**src/rtl/sha_pkg.sv**
```systemverilog
// sha_pkg: definitions shared by the SHA-256 rotate/shift datapath blocks.
//   WORD_W  - native SHA-256 word width.
//   state_t - FSM encoding for the iterative rotator (ST_IDLE/ST_RUN/ST_DONE).
//   rol_k   - rotate a WORD_W-bit word left by k (k = 0..WORD_W).
package sha_pkg;

  localparam int unsigned WORD_W = 32;

  typedef enum logic [1:0] {
    ST_IDLE = 2'd0,
    ST_RUN  = 2'd1,
    ST_DONE = 2'd2
  } state_t;

  // With k = 0 the right shift is by WORD_W and contributes nothing.
  function automatic logic [WORD_W-1:0] rol_k(input logic [WORD_W-1:0] word,
                                              input logic [5:0]        k);
    return (word << k) | (word >> (WORD_W - 32'(k)));
  endfunction

endpackage

```
**src/rtl/rol_step.sv**
```systemverilog
// rol_step: combinational single stage of the iterative rotator.
// Ports:
//   word   - operand.
//   k      - bits to move this stage (0..STEP, always < WIDTH).
//   mode   - 0 = cyclic rotate left, 1 = logical shift left with zero fill.
//   result - word rotated/shifted left by k.
module rol_step
  import sha_pkg::*;
#(
  parameter int WIDTH = 32,
  parameter int AMT_W = 5
) (
  input  logic [WIDTH-1:0] word,
  input  logic [AMT_W-1:0] k,
  input  logic             mode,
  output logic [WIDTH-1:0] result
);

  logic [WIDTH-1:0] rot_s;

  generate
    if (WIDTH == int'(WORD_W)) begin : g_word
      // Native word width: reuse the shared rotate helper.
      always_comb rot_s = rol_k(word, 6'(k));
    end else begin : g_generic
      // Other widths: same formula sized to WIDTH.
      always_comb rot_s = (word << k) | (word >> (WIDTH - 32'(k)));
    end
  endgenerate

  // Pick rotate or zero-fill shift.
  always_comb begin
    if (mode) begin
      result = word << k;
    end else begin
      result = rot_s;
    end
  end

endmodule

```
**src/rtl/left_rotate_iter.sv**
```systemverilog
// left_rotate_iter: iterative left rotate / logical left shift, moving at most
// STEP bits per clock, with valid/ready handshakes on both sides.
// Ports:
//   clk, rst_n           - clock (rising edge), async active-low reset.
//   in_valid / in_ready  - request handshake; in_ready is high only in IDLE.
//   in_data, in_amt      - word and shift amount (amount taken modulo WIDTH).
//   in_shift             - 0 = rotate left, 1 = shift left with zero fill.
//   out_valid / out_ready- result handshake; out_valid is high only in DONE.
//   out_data             - result; updated only on entry to DONE.
//   busy                 - high in RUN or DONE.
module left_rotate_iter
  import sha_pkg::*;
#(
  parameter int WIDTH = 32,
  parameter int STEP  = 1,
  parameter int AMT_W = 5
) (
  input  logic             clk,
  input  logic             rst_n,
  input  logic             in_valid,
  output logic             in_ready,
  input  logic [WIDTH-1:0] in_data,
  input  logic [AMT_W-1:0] in_amt,
  input  logic             in_shift,
  output logic             out_valid,
  input  logic             out_ready,
  output logic [WIDTH-1:0] out_data,
  output logic             busy
);

  localparam int unsigned WIDTH_U = WIDTH;
  localparam int unsigned STEP_U  = STEP;

  state_t           state_q, state_d;
  logic [WIDTH-1:0] data_q, data_d;
  logic [WIDTH-1:0] out_data_q, out_data_d;
  logic [AMT_W-1:0] rem_q, rem_d;
  logic             mode_q, mode_d;
  logic [AMT_W-1:0] amt_mod_s;
  logic [AMT_W-1:0] k_s;
  logic [WIDTH-1:0] step_s;

  // Reduce the requested amount modulo WIDTH (done in 32 bits so that
  // WIDTH == 2**AMT_W does not wrap to a zero divisor).
  always_comb amt_mod_s = AMT_W'(32'(in_amt) % WIDTH_U);

  // Bits to move this cycle: min(STEP, remaining). The STEP branch is only
  // taken when STEP < remaining, so the narrowing cast cannot overflow.
  always_comb begin
    if (32'(rem_q) > STEP_U) begin
      k_s = AMT_W'(STEP_U);
    end else begin
      k_s = rem_q;
    end
  end

  rol_step #(
    .WIDTH (WIDTH),
    .AMT_W (AMT_W)
  ) u_rol_step (
    .word   (data_q),
    .k      (k_s),
    .mode   (mode_q),
    .result (step_s)
  );

  // Next-state and datapath update.
  always_comb begin
    state_d    = state_q;
    data_d     = data_q;
    rem_d      = rem_q;
    mode_d     = mode_q;
    out_data_d = out_data_q;
    case (state_q)
      ST_IDLE: begin
        if (in_valid) begin
          data_d = in_data;
          rem_d  = amt_mod_s;
          mode_d = in_shift;
          if (amt_mod_s == {AMT_W{1'b0}}) begin
            state_d    = ST_DONE;
            out_data_d = in_data;
          end else begin
            state_d = ST_RUN;
          end
        end else begin
          state_d = ST_IDLE;
        end
      end
      ST_RUN: begin
        data_d = step_s;
        rem_d  = rem_q - k_s;
        if (rem_q == k_s) begin
          state_d    = ST_DONE;
          out_data_d = step_s;
        end else begin
          state_d = ST_RUN;
        end
      end
      ST_DONE: begin
        if (out_ready) begin
          state_d = ST_IDLE;
        end else begin
          state_d = ST_DONE;
        end
      end
      default: begin
        state_d = ST_IDLE;
      end
    endcase
  end

  // State and datapath registers.
  always_ff @(posedge clk or negedge rst_n) begin
    if (!rst_n) begin
      state_q    <= ST_IDLE;
      data_q     <= {WIDTH{1'b0}};
      out_data_q <= {WIDTH{1'b0}};
      rem_q      <= {AMT_W{1'b0}};
      mode_q     <= 1'b0;
    end else begin
      state_q    <= state_d;
      data_q     <= data_d;
      out_data_q <= out_data_d;
      rem_q      <= rem_d;
      mode_q     <= mode_d;
    end
  end

  // Outputs decoded directly from registered state.
  assign in_ready  = (state_q == ST_IDLE);
  assign out_valid = (state_q == ST_DONE);
  assign busy      = (state_q != ST_IDLE);
  assign out_data  = out_data_q;

endmodule
```
**config.mk**
```make
export PLATFORM = sky130hd
export DESIGN_NAME = left_rotate_iter
export DESIGN_NICKNAME = d
export VERILOG_FILES = /design/src/rtl/sha_pkg.sv /design/src/rtl/rol_step.sv /design/src/rtl/left_rotate_iter.sv
export SDC_FILE = /design/constraint.sdc
export NUM_CORES = 1
export LEC_CHECK = 0
export BUFFER_PORTS_ARGS = -buffer_cell sky130_fd_sc_hd__buf_4
export CORE_UTILIZATION = 56
export CTS_CLUSTER_SIZE = 40
export DETAILED_ROUTE_END_ITERATION = 12
export GPL_TIMING_DRIVEN = 0
export PLACE_DENSITY = 0.9
export RECOVER_POWER = 25
export SLEW_MARGIN = 20
export SYNTH_ARGS = -nofsm -noshare
export SYNTH_HDL_FRONTEND = slang
export SYNTH_SLANG_ARGS = --single-unit
```
**constraint.sdc**
```tcl
create_clock -name clk -period 3.1 [get_ports clk]
set_input_delay 0.62 -clock clk [delete_from_list [all_inputs] [get_ports clk]]
set_output_delay 0.62 -clock clk [all_outputs]
set_load 0.05 [all_outputs]
```
==> results.txt, run 1 <==
Core area: 7330 um2
Clock slew at reported path FFs: 80 ps
Syn Std Cell Area: 4300 um2
Htree depth: 3
Minimum clock period: 2990 ps
Mean post-synth cell area: 9.33 um2
YS warnings: 0
Async S/R FF share, synth: 100%
Vias per inst: 6.61
Worst hold path endpoint: mode_q
Slew headroom: -21.1%
Hold WC Path Type: in -> reg
Starting DRT DRC Count: 551
Routability cong.: 0.952
CP max FO: 10
TNS Setup: 0 ps
Largest net degree at the start of global routing: 73
Cells after Synth: 461
Synth top area cells: dfrtp_1 (42%), mux2_2 (5.5%), a21oi_1 (4.1%), nand3_1 (3.4%), nand2_1 (3.2%)
Ratio of cells with drive above 1 in the final layout: 28.1%
Max Cap Viol: 1
Die width: 89.6 um
Post-layout nets: 597
P&R area growth vs syn: 22.9%
CP bufs+invs: 3
Status: finished, violations left
Total global routing overflow: 0
Starting density of the core: 58.6%
Post-DP HPWL: 10200 um
Routed WL per cell: 21.7 um
Die area: 8030 um2
Core Util, Final: 72.1%
Crit path max-delay family: multiplexers
Most common cell after layout, fill and taps aside: buf_4
TritonCTS clock tree: done
Setup crit start kind: flip-flop
Finished layout cell area: 5280 um2
EDFF count, synth: 0
Detailed-route DRC error count: 0
Critical setup path kind: reg -> reg
CTS max path bufs: 2
Cell count along the critical path: 10
Post-synth top area share: 41.9%
Clk_lat worst skew: 360 ps
Final Non-Filler Cells: 657
Port Buffers: 75
Vias in the first global route: 4253
Slew @ Worst Pin: 1820 ps
CP cell instances: nor4_4 -> nand2_2 -> inv_2 -> ha_1 -> buf_2 -> buf_2 -> mux4_2 -> o211ai_1 -> a31oi_1 -> mux2_2
Post-synthesis sequential area ratio: 41.9%
R2R cell count: 10
Final setup fails: 0
Hold Startpoint: in_shift
Die height: 89.6 um
Arrival @ worst endpoint: 3240 ps
Detailed Routing Iterations Pass 1: 6
Reg2reg start: rem_q[2]
Synth unique cells: 61
Syn_nets: 505
Number of synthesized register bits: 72
Tcrit/Tclk final: 96.6%
DP Area: 4990 um2
Failing checks: max-capacitance violations, max-slew violations
Hold depth: 3
VDD IR-drop max: 0.000824 V
DRT Wirelength: 14300 um
Routed vias: 4346
Rows: 31
First-pass GRT wire length: 22400 um
Worst EP required: 3340 ps
Top cell by count, worst path: buf_2
Crit. End Element: flip-flop
CTS Sinks: 72
# diodes: 0
Clk_skew: 6.37 ps
Post-synth top flop: dfrtp_1
Io pins: 77
Slew Limit Fails: 73
Lkg Pwr: 2.34 nW
Final hold violation count: 0
Initial antenna violation count: 0
CP max stage cell: dfrtp_1
Total GRT Usage: 38.3%
Pwr Density: 1370 nW/um2
Antenna Violating Nets Remaining: 0
Clk root buf: clkbuf_8
Fmax: 334 MHz
Placed cells: 635
Most frequent cells in the layout: buf_4 (82), dfrtp_1 (72), nand2_1 (37)
Post-synth top area cell: dfrtp_1
Critical R2R Capture: out_data[0]
Hold_buf cts: 0
R2R Setup Slk: 110 ps
CP peak stage delay: 510 ps
Num CTS Buffers: 9
[per-stage QoR]
step	total power, mW	hold slack [ps]	worst slack, ps
finish	7.24	492	106
global route	7.64	491	-1.77
CTS	7.07	430	13.2
detailed placement	6.18	499	-132
global placement	6.04	496	-54.8
floorplan	4.87	324	497
[area by class of cell]
type	instances	area [um2]
fillers	588	2050
clock buffers	11	141
inverters	18	67.6
clock inverters	5	80.1
well taps	99	124
multi-input cells	330	2260
repair buffers	82	613
flip-flops and latches	72	1800
plain buffers	40	199
[Yosys cell counts (11+ instances only)]
library cell,instances
a21oi_1,35
a22o_1,14
a2bb2oi_1,11
buf_2,13
clkbuf_1,22
dfrtp_1,72
inv_1,17
mux2_2,21
mux2i_1,11
nand2_1,37
nand3_1,29
nor2_1,34
nor3_1,13
o21ai_1,12
[worst min-delay path, stage by stage]
cell     delay, ps
buf_4           90
nand2_1         40
o21ai_0         60
[layer usage]
| layer | vias to the layer above | track usage [%] | wire [um] |
|---|---|---|---|
| met4 | 0 | 19.2 | 508 |
| met3 | 43 | 9.87 | 1560 |
| met2 | 309 | 59.9 | 6650 |
| li1 | 1901 | - | - |
| met1 | 2093 | 49.5 | 5570 |
| met5 | - | 0 | 0 |
[worst max-delay path by stage]
stage / slack (ps) / endpoint / start
floorplan: 500 / out_data[23] / rem_q[1]
global placement: -50 / out_data[27] / rem_q[4]
detailed placement: -130 / out_data[11] / rem_q[1]
CTS: 10 / out_data[9] / rem_q[1]
global route: -2 / out_data[25] / rem_q[1]
finish: 110 / out_data[0] / rem_q[2]
[power by group]
part	internal [mW]	leakage (nW)	switching (mW)
logic	1.64	1.39	2.77
clock network	0.474	0.106	0.380
registers	1.43	0.841	0.537
total	3.55	2.34	3.69
[registers in the layout, indices dropped and copies added, names as in the netlist]
name      flops
state_q       2
rem_q         5
mode_q        1
data_q       32
out_data     32
[logic make-up after synthesis]
logic type	share of synthesized area, %
other	0.0872
adder cells (fa/ha/maj)	0.582
multiplexers	8.85
flip-flops	41.9
AND/OR/NAND/NOR	17.3
buffers and inverters	6.05
AO/OA/AOI/OAI	25.2
[timing repair]
item | in CTS | in global routing
pin swaps | 0 | 3
setup endpoints to repair | 31 | 47
resized for setup | 1 | 11
hold endpoints to repair | 0 | 0
setup buffers | 1 | 6
Power figures use the tool's default switching activity.
==> inputs of run 2 (changes only) <==
--- a/config.mk
+++ b/config.mk
@@ -6,11 +6,13 @@
 export NUM_CORES = 1
 export LEC_CHECK = 0
 export BUFFER_PORTS_ARGS = -buffer_cell sky130_fd_sc_hd__buf_4
-export CORE_UTILIZATION = 56
+export CELL_PAD_IN_SITES_DETAIL_PLACEMENT = 1
+export CELL_PAD_IN_SITES_GLOBAL_PLACEMENT = 2
+export CORE_UTILIZATION = 34
 export CTS_CLUSTER_SIZE = 40
 export DETAILED_ROUTE_END_ITERATION = 12
 export GPL_TIMING_DRIVEN = 0
-export PLACE_DENSITY = 0.9
+export PLACE_DENSITY = 0.89
 export RECOVER_POWER = 25
 export SLEW_MARGIN = 20
 export SYNTH_ARGS = -nofsm -noshare
==> run 2 against run 1 <==
  * The run still ends with max-capacitance violations, max-slew violations left
  * Largest cell class unchanged
  * Setup slack lost 9.9 ps
  * Global-route usage shrank 13 points
  * Highest routed layer unchanged
  * Largest power group unchanged
  * Die area grew 63%
  * Sequential cell count is the same
  * Critical path type unchanged
  * Combinational power is essentially flat
  * Hold slack gained 18 ps
  * Register-to-register slack is essentially flat
  * Clock skew is essentially flat
==> results.txt, run 2 (synthesized netlist as in run 1, its figures left out) <==
Status: finished, violations left
Failing checks: max-capacitance violations, max-slew violations
Clk_lat worst skew: 340 ps
Final hold violation count: 0
Detailed Routing Iterations Pass 1: 4
Crit path max-delay family: simple AND/OR/NAND/NOR gates
CP peak stage delay: 560 ps
Core area: 12200 um2
Flop pwr share: 26.6%
Slew @ Worst Pin: 1930 ps
Setup crit start kind: flip-flop
CTS max path bufs: 2
Final setup fails: 0
CP max stage cell: or4_4
Clock power frac: 14.4%
Switching power: 3.70 mW
Switching share of power: 49.8%
VDD IR-drop max: 0.000490 V
Logic gate share of total power: 59.0%
Final Non-Filler Cells: 721
Crit. End Element: flip-flop
Internal power: 3.73 mW
TNS Setup: 0 ps
Initial antenna violation count: 0
R2R Setup Slk: 100 ps
Starting density of the core: 35.3%
Worst EP required: 3300 ps
Minimum clock period: 3000 ps
Routed WL per cell: 21.6 um
Hold_buf cts: 0
CTS Sinks: 72
GR peak layer: met2
Routed vias: 4168
CP bufs+invs: 4
Finished layout cell area: 5430 um2
Clk root buf: clkbuf_16
Most frequent cells in the layout: buf_4 (79), dfrtp_1 (71), nand2_1 (37)
Post-DP HPWL: 11600 um
Vias per inst: 5.78
P&R area growth vs syn: 26.3%
Reg2reg start: rem_q[1]
Io pins: 77
Vias in the first global route: 4449
Critical setup path kind: reg -> reg
Pre-CTS setup slack: -134 ps
Starting DRT DRC Count: 285
Antenna Violating Nets Remaining: 0
Port Buffers: 75
Most common cell after layout, fill and taps aside: buf_4
Rows: 40
Overall Power: 7.44 mW
Crit path to: out_data[17]
Met1 usage: 33.1%
Total global routing overflow: 0
CP max FO: 10
Met2 usage: 41.5%
Origin of the worst setup path: rem_q[1]
TritonCTS clock tree: done
Slew Limit Fails: 73
CP cell instances: buf_6 -> or4_4 -> buf_2 -> nand2_1 -> ha_1 -> nor4b_4 -> buf_4 -> buf_4 -> nand2_1 -> a221oi_1 -> o22ai_1
# diodes: 0
Htree depth: 3
Critical R2R Capture: out_data[17]
Num CTS Buffers: 9
Hold WC Path Type: reg -> reg
Hold slack: 510 ps
Worst Setup Slack, final: 96.4 ps
Clock slew at reported path FFs: 60 ps
DP Area: 5070 um2
Total GRT Usage: 25.0%
Largest net degree at the start of global routing: 73
Fmax: 333 MHz
Detailed-route DRC error count: 0
Post-layout nets: 593
Cell count along the critical path: 11
First-pass GRT wire length: 24600 um
Max Cap Viol: 1
Core Util, Final: 44.7%
Tcrit/Tclk final: 96.9%
R2R cell count: 11
Die height: 114 um
Die width: 114 um
GR Util met3: 4.02%
Lkg Pwr: 2.37 nW
DRT Wirelength: 15600 um
Pwr Density: 1370 nW/um2
Slew headroom: -28.4%
FILL cells: 1424
Ratio of cells with drive above 1 in the final layout: 27.8%
Clk_skew: 6.04 ps
Arrival @ worst endpoint: 3210 ps
Placed cells: 704
Routability cong.: 0.899
Die area: 13100 um2
==> run 2: changes by cell type in the layout (fill, tap and decap cells not counted), sizes merged <==
cell      change
clkinvlp      -2
buf           -2
bufinv        -1
clkinv        +1
clkbuf        -1
==> run 2: power groups by stage <==
stage	clock network (mW)	logic [mW]	registers (mW)
floorplan	0	2.42	2.46
global placement	0	4.19	1.94
detailed placement	0	4.32	1.97
CTS	1.09	4.36	1.96
global route	1.13	4.72	2.02
finish	1.07	4.39	1.98
==> run 2: worst reg2reg max path: cells and delay by family, from the launching register on <==
family | cells | cell delay (ps)
adder cells (fa/ha/maj) | 1 | 260
buffers and inverters | 4 | 650
AO/OA/AOI/OAI | 2 | 470
flip-flops | 1 | 380
AND/OR/NAND/NOR | 4 | 1100
==> run 2: worst min path at each step <==
stage / startpoint / to / slack (ps) / depth (start not counted)
finish: out_data[28] / out_data[28] / 510 / 1
detailed placement: out_data[28] / out_data[28] / 500 / 1
CTS: rst_n / out_data[7] / 480 / 1
global route: in_shift / mode_q / 530 / 3
floorplan: rst_n / data_q[0] / 320 / 0
global placement: out_data[24] / out_data[24] / 500 / 1
==> run 2: area by class of cell <==
type                       instances  area (um2)  share of cell area, %
buffer                            40         199                   3.66
clock buffer                      12         267                   4.91
clock inverter                     3        40.0                  0.737
inverter                          18        67.6                   1.24
multi-input combinational        330        2260                   41.6
sequential                        72        1800                   33.2
tap                              168         210                   3.87
timing repair buffer              78         583                   10.7
==> run 2: timing repair <==
| item | in CTS | in global routing |
|---|---|---|
| gates resized for setup | 3 | 11 |
| pin swaps | 0 | 1 |
| setup buffers | 1 | 2 |
| setup endpoints to repair | 31 | 33 |
| endpoints found under the hold margin | 0 | 0 |
==> run 2: per-layer routing <==
metal / part of all wire (%) / vias to the layer above
met5: 0 / -
met4: 2.0 / 0
met3: 5.2 / 23
met2: 48 / 128
met1: 45 / 2124
li1: - / 1893
